--- config.mk ---
export PLATFORM = sky130hd
export DESIGN_NAME = led_spinner_pwm
export DESIGN_NICKNAME = d
export VERILOG_FILES = /design/src/rtl/led_spinner_pwm.sv
export SDC_FILE = /design/constraint.sdc
export NUM_CORES = 1
export LEC_CHECK = 0
export ABC_AREA = 1
export CELL_PAD_IN_SITES_DETAIL_PLACEMENT = 0
export CELL_PAD_IN_SITES_GLOBAL_PLACEMENT = 1
export CORE_MARGIN = 5
export CORE_UTILIZATION = 44
export CTS_CLUSTER_SIZE = 40
export DETAILED_ROUTE_END_ITERATION = 16
export PLACE_DENSITY_LB_ADDON = 0.15
export RECOVER_POWER = 25
export SETUP_SLACK_MARGIN = 0.05
export SLEW_MARGIN = 20
export SYNTH_ARGS = -nofsm -noshare
export SYNTH_HDL_FRONTEND = slang
export SYNTH_SLANG_ARGS = --single-unit
--- constraint.sdc ---
create_clock -name clk -period 1.69 [get_ports clk]
set_clock_uncertainty 0.1 [all_clocks]
set_input_delay 0.507 -clock clk [delete_from_list [all_inputs] [get_ports clk]]
set_output_delay 0.507 -clock clk [all_outputs]
set_load 0.02 [all_outputs]
--- src/rtl/led_spinner_pwm.sv ---
// led_spinner_pwm: rotating one-hot LED head with a dimmer trail.
// A prescaler (or a manual strobe) moves the head around a ring of WIDTH LEDs.
// A free-running PWM counter dims both LEDs: the head at the requested brightness,
// the trail at half of it.
module led_spinner_pwm #(
    parameter int WIDTH     = 4,
    parameter int PRESCALE  = 1200000,
    parameter int PWM_BITS  = 4,
    parameter int START_POS = 0
) (
    input  logic                     clk,
    input  logic                     rst,
    input  logic                     enable,
    input  logic                     dir,
    input  logic                     step_req,
    input  logic [PWM_BITS-1:0]      bright,
    output logic [WIDTH-1:0]         led,
    output logic [$clog2(WIDTH)-1:0] pos,
    output logic                     wrap
);

    localparam int POS_W = $clog2(WIDTH);
    localparam int CNT_W = (PRESCALE > 1) ? $clog2(PRESCALE) : 1;

    logic [CNT_W-1:0]    r_count;
    logic [POS_W-1:0]    r_pos;
    logic [POS_W-1:0]    r_trail;
    logic                r_trail_valid;
    logic                r_wrap;
    logic [PWM_BITS-1:0] r_pwm_cnt;
    logic [PWM_BITS-1:0] r_bright_q;
    logic [WIDTH-1:0]    r_led;

    logic                w_tick;
    logic                w_step;
    logic [POS_W-1:0]    w_pos_next;
    logic                w_wrap_next;
    logic                w_head_on;
    logic                w_trail_on;
    logic [WIDTH-1:0]    w_led_next;

    // A tick and a manual strobe in the same cycle merge into a single step.
    assign w_tick = enable && (r_count == CNT_W'(PRESCALE - 1));
    assign w_step = w_tick || step_req;

    // Prescaler: counts only while enabled, rolls over on the tick.
    always_ff @(posedge clk or posedge rst) begin
        if (rst) begin
            r_count <= '0;
        end else if (enable) begin
            if (w_tick) begin
                r_count <= '0;
            end else begin
                r_count <= r_count + 1'b1;
            end
        end
    end

    // Next head position around the ring and wrap detection for the chosen direction.
    always_comb begin
        w_pos_next  = r_pos;
        w_wrap_next = 1'b0;
        if (dir == 1'b0) begin
            if (r_pos == POS_W'(WIDTH - 1)) begin
                w_pos_next  = '0;
                w_wrap_next = 1'b1;
            end else begin
                w_pos_next  = r_pos + 1'b1;
            end
        end else begin
            if (r_pos == '0) begin
                w_pos_next  = POS_W'(WIDTH - 1);
                w_wrap_next = 1'b1;
            end else begin
                w_pos_next  = r_pos - 1'b1;
            end
        end
    end

    // Head/trail update on a step; wrap is a one-cycle pulse alongside the new head.
    always_ff @(posedge clk or posedge rst) begin
        if (rst) begin
            r_pos         <= POS_W'(START_POS);
            r_trail       <= POS_W'(START_POS);
            r_trail_valid <= 1'b0;
            r_wrap        <= 1'b0;
        end else begin
            r_wrap <= w_step && w_wrap_next;
            if (w_step) begin
                r_trail       <= r_pos;
                r_trail_valid <= 1'b1;
                r_pos         <= w_pos_next;
            end
        end
    end

    // PWM counter free-runs; brightness is sampled only at the end of a period so a
    // mid-period change never produces a truncated or stretched pulse.
    always_ff @(posedge clk or posedge rst) begin
        if (rst) begin
            r_pwm_cnt  <= '0;
            r_bright_q <= '0;
        end else begin
            r_pwm_cnt <= r_pwm_cnt + 1'b1;
            if (r_pwm_cnt == {PWM_BITS{1'b1}}) begin
                r_bright_q <= bright;
            end
        end
    end

    // Full-scale brightness keeps the head lit across the whole period.
    assign w_head_on  = (r_bright_q == {PWM_BITS{1'b1}}) || (r_pwm_cnt < r_bright_q);
    assign w_trail_on = r_pwm_cnt < (r_bright_q >> 1);

    // Per-LED drive: head or (valid) trail, each gated by its own PWM compare.
    genvar gi;
    generate
        for (gi = 0; gi < WIDTH; gi++) begin : g_led
            assign w_led_next[gi] = ((r_pos == POS_W'(gi)) && w_head_on) ||
                                    ((r_trail == POS_W'(gi)) && r_trail_valid && w_trail_on);
        end
    endgenerate

    // Register the LED drive so the pins see glitch-free levels.
    always_ff @(posedge clk or posedge rst) begin
        if (rst) begin
            r_led <= '0;
        end else begin
            r_led <= w_led_next;
        end
    end

    assign led  = r_led;
    assign pos  = r_pos;
    assign wrap = r_wrap;

endmodule

Word level (Yosys, flattened, before mapping)
Index checks and enable logic that the tools add are counted.
{"block": "totals", "output_inout_bits": 7, "inputBits": 9, "wordCells": 52, "register_bits": 39}
{"block": "op_classes", "mux": 7, "addsub": 4, "reduce_logical": 22, "n_lt_le_gt_ge": 2, "n_eq_ne": 9}
{"cell": "21-bit by 1-bit adder with 21-bit output, second input constant", "n": 1}
{"cell": "21-bit equality test, second input constant", "n": 1}
{"cell": "21-bit two-way mux", "n": 1}
{"cell": "1-bit logical AND", "n": 14}
{"cell": "2-bit equality test, second input constant", "n": 4}
{"cell": "4-bit equality test, second input constant", "n": 2}
{"cell": "1-bit logical OR", "n": 6}
{"cell": "2-bit two-way mux", "n": 3}
{"cell": "4-bit by 1-bit adder with 4-bit output, second input constant", "n": 1}
{"cell": "2-bit by 1-bit equality test with 1-bit output, second input constant", "n": 2}
{"cell": "2-bit zero test", "n": 2}
{"cell": "4-bit by 3-bit less-than comparator with 1-bit output", "n": 1}
{"cell": "4-bit less-than comparator", "n": 1}
{"cell": "1-bit two-way mux", "n": 3}
{"cell": "2-bit by 1-bit adder with 2-bit output, second input constant", "n": 1}
{"cell": "2-bit by 1-bit subtractor with 2-bit output, second input constant", "n": 1}

Depth between registers and ports, before layout
{"block": "logic_depth", "depth_word": 4, "depth_mapped": 9}

Worst setup path before layout
OpenSTA, ideal clock, no wires.
{"block": "synth_path", "kind": "reg-to-reg", "startpoint": "register r_count[0]", "endpoint": "register r_count[16]", "setup_ns": 0.118, "period_less_slack_ns": 1.498, "arrival_time_ns": 1.279, "path_slack_ns": 0.192, "path_buffers": 0, "stages_incl_launch_ff": 9, "path_cell_list": "dfrtp_1 ha_1 nand3_2 nor2_4 nand2_1 nor2_4 nand2_2 xor2_1 inv_1"}
{"block": "synth_between", "elab_chain_len": 3, "elab_cells_between_ends": 4}
{"item": "start, declared", "line": "25", "source": "logic [CNT_W-1:0] r_count;"}
{"item": "start signal, assigned", "line": "54", "source": "r_count <= r_count + 1'b1;"}
{"item": "branches (longest 2 deep; another with 21-bit by 1-bit adder with 21-bit output)"}
{"item": "21-bit two-way mux (*)", "line": "51", "source": "if (w_tick) begin"}
Every way passes the cells marked *.
A chain may end at the register's enable or synchronous reset.

Worst setup path after layout
{"block": "layout_path", "startpoint": "register r_count[0]", "endpoint": "register r_trail_valid"}
{"block": "layout_between", "elab_chain_len": 3}
{"item": "21-bit equality test", "line": "43", "source": "assign w_tick = enable && (r_count == CNT_W'(PRESCALE - 1));"}
{"item": "1-bit logical AND", "line": "43"}
{"item": "1-bit logical OR", "line": "44", "source": "assign w_step = w_tick || step_req;"}
{"item": "end signal, assigned", "line": "85", "source": "r_trail_valid <= 1'b0;"}
{"item": "end signal, assigned", "line": "91", "source": "r_trail_valid <= 1'b1;"}
{"item": "end, declared", "line": "28", "source": "logic r_trail_valid;"}
No other way between the ends.

==> results.tsv <==
stage	metric	value	unit
sta	worst_slew_pin_slew	871	ps
worst_setup_path	crit_path_cell_trace	buf_4, ha_4, nand3_1, nor2_2, nand3_4, nand2_8, or2_2	
worst_setup_path	endpoint_kind	flip-flop	
place	dp_hpwl	3.25	mm
worst_setup_path	crit_arrival	1680	ps
grt	antenna_found_initial	0	
grt	grt_pass1_vias	1656	
pwr	leakagePower	1.33	nW
detailed_routing	wl	4.44	mm
synth	synth_common_cells	48 x nand2_1, 44 x inv_1, 39 x dfrtp_1	
grt	track_usage	0.148	
synth	synth.top_cell.area_share	0.442	
sta	slew_viol_final	0	
synth	synth_largest_area_cell	dfrtp_1	
grt	grt_max_degree	40	
cts	cts_inserted_buffers	5	
cts	postCtsHoldBufs	0	
place	dpl_cell_area	2550	um2
floorplan	start_util	0.462	
pwr	ir_worst_vdd	983	uV
grt	grt.overflow.total	0	
cts	worst_skew_pair.late_latency	290	ps
outcome	status	completed	
sta	finalHoldViolations	0	
grt	grt_pass1_wl	7.42	mm
synth	avgSynthCellArea	8.34	um2
sta	period_minus_slack	1610	ps
floorplan	die_w	80.9	um
sta	hold_slack	387	ps
detailed_routing	dr.pass1.iters	4	
synth	synthCells	265	
cts	clk_pin_slew_worst_paths	70	ps
worst_setup_path	cp.required	1760	ps
synth	ys_ff_latch	39	
floorplan	num_io_pins	16	
grt	met3_usage	0.0377	
cts	cts_tree	done	
worst_setup_path	cpPeakStageDelay	390	ps
grt	grt.busiest_layer	met2	
cells_and_area	drive_gt1_frac	0.182	
floorplan	rows	25	
floorplan	die_area	6540	um2
synth	dominantRegCellSynth	dfrtp_1	
synth	synth_warnings	0	
cells_and_area	nNetsFinal	322	
cts	htree_levels	2	
sta	rsz0062_at_grt	yes	
detailed_routing	dr_total_vias	1752	
detailed_routing	wl_per_cell	12.0	um
cells_and_area	syn_to_final_growth	22.1	%
cts	clockBufferDepth	2	
synth	syn-num-nets	285	
detailed_routing	post-route-drc-count	0	
sta	fmax	0.622	GHz
grt	use_met2	0.245	
synth	post_synth_num_cell_types	28	
floorplan	die_h	80.9	um
cells_and_area	antennaDiodeCount	0	
synth	async_flop_share	1.00	
synth	synthesis.area	2210	um2
cts	clock_sinks	39	
pwr	p_per_area	992	nW/um2
place	io_buffers	15	
worst_setup_path	cp-start-kind	flip-flop	
min_path	hold_class	flip-flop to flip-flop	
synth	synthMostInstantiatedCell	nand2_1	
grt	met1_usage	0.189	
floorplan	coreArea	4790	um2
sta	setup_violations	0	
synth	synth-edff-count	0	
sta	fin_setup_tns	0	ps
cells_and_area	postLayoutCellArea	2700	um2
detailed_routing	vias_per_cell	4.74	
sta	finalCritPeriodShare	0.951	
synth	synth_area_leaders	dfrtp_1 44%, nand2_1 8.2%, inv_1 7.5%	
worst_setup_path	cp_max_fo	8	
worst_setup_path	timing.setup.critical_path_class	flip-flop to flip-flop	
run	maxCapViolations	0	
sta	relSlewSlack	0.419	
worst_setup_path	cp_slowest_cell	dfrtp_1	
detailed_routing	drt_iter0_markers	101	
place	routabilityCongestion	0.798	
synth	ys_seq_area_frac	0.442	
detailed_routing	ant_nets	0	
cts	cts-root-buf	clkbuf_8	
what timing repair did:
action | 4_1_cts | 5_1_grt
endpoints found under the setup margin | 25 | 21
pin swaps | 0 | 5
buffers inserted | 0 | 3
gates resized for setup | 9 | 15
cells in the final DEF (no fill, tap or decap), types with 6 or more instances in the layout:
cell             count
buf_4               13
clkdlybuf4s50_1      7
inv_1               44
xor2_1               7
dfrtp_1             38
nand4_1              7
nand3_1             17
o21ai_0             11
dlygate4sd2_1        6
nor2_1              22
nand2_1             47
a21oi_1             10
nor2_4               7
ha_1                10
nor3_1               8
through the flow:
step | power, mW | util | cells | setup slack, ps
floorplan | 1.74 | - | 265 | 192
CTS | 2.67 | 0.547 | 367 | 52.5
finish | 2.68 | 0.564 | 370 | 82.0
global placement | 2.10 | 0.532 | 359 | -315
detailed placement | 2.10 | 0.532 | 359 | -389
global route | 2.90 | 0.564 | 370 | -37.2
report_power, final:
group	leakage [nW]	switching (mW)	total, mW	internal (mW)
clock	0.0422	0.308	0.598	0.290
combinational	0.827	0.478	0.836	0.358
sequential	0.464	0.137	1.24	1.10
total	1.33	0.924	2.68	1.75
cell families after synthesis:
logic type	Yosys count	synth area share
AND/OR/NAND/NOR	130	0.308
buffers and inverters	49	0.0832
flip-flops	39	0.442
AO/OA/AOI/OAI	25	0.0578
XOR/XNOR	11	0.0470
adder cells (fa/ha/maj)	11	0.0623
worst max-delay path: cells and delay by family (launching register included):
kind | cells | cell delay, ps
fa+ha+maj | 1 | 180
buf+inv | 1 | 150
flops | 1 | 390
simple gates | 5 | 660
final timing paths:
check | start | end | slack, ps | cells past startpoint
setup / recovery | r_count[0] | r_trail_valid | 80 | 7
setup reg to reg | r_count[0] | r_trail_valid | 80 | 7
hold / removal | r_count[5] | r_count[5] | 390 | 1
hold reg to reg | r_count[5] | r_count[5] | 390 | 1
max in group asynchronous | rst | r_count[3] | 210 | 3
min in group asynchronous | rst | r_trail_valid | 680 | 3
area by class of cell:
cell class | instances | area (um2)
well taps | 67 | 83.8
repair buffers | 30 | 265
inverters | 49 | 184
clock buffers | 7 | 76.3
fillers | 464 | 2090
multi-input cells | 177 | 1110
flip-flops and latches | 39 | 977
clock inverters | 1 | 5.00
sequential cells by signal, summed over array words and instances (netlist names):
| name | count |
|---|---|
| led | 4 |
| pos | 2 |
| r_bright_q | 4 |
| r_count | 21 |
| r_pwm_cnt | 4 |
| r_trail | 2 |
| r_trail_valid | 1 |
| wrap | 1 |
per-layer routing:
| layer | wire, um | part of all wire | vias to the layer above |
|---|---|---|---|
| met5 | 0 | 0 | - |
| met4 | 61 | 0.014 | 0 |
| met3 | 221 | 0.050 | 6 |
| met2 | 2100 | 0.47 | 37 |
| met1 | 2060 | 0.46 | 795 |
| li1 | - | - | 914 |
(Power assumes the default switching activity.)
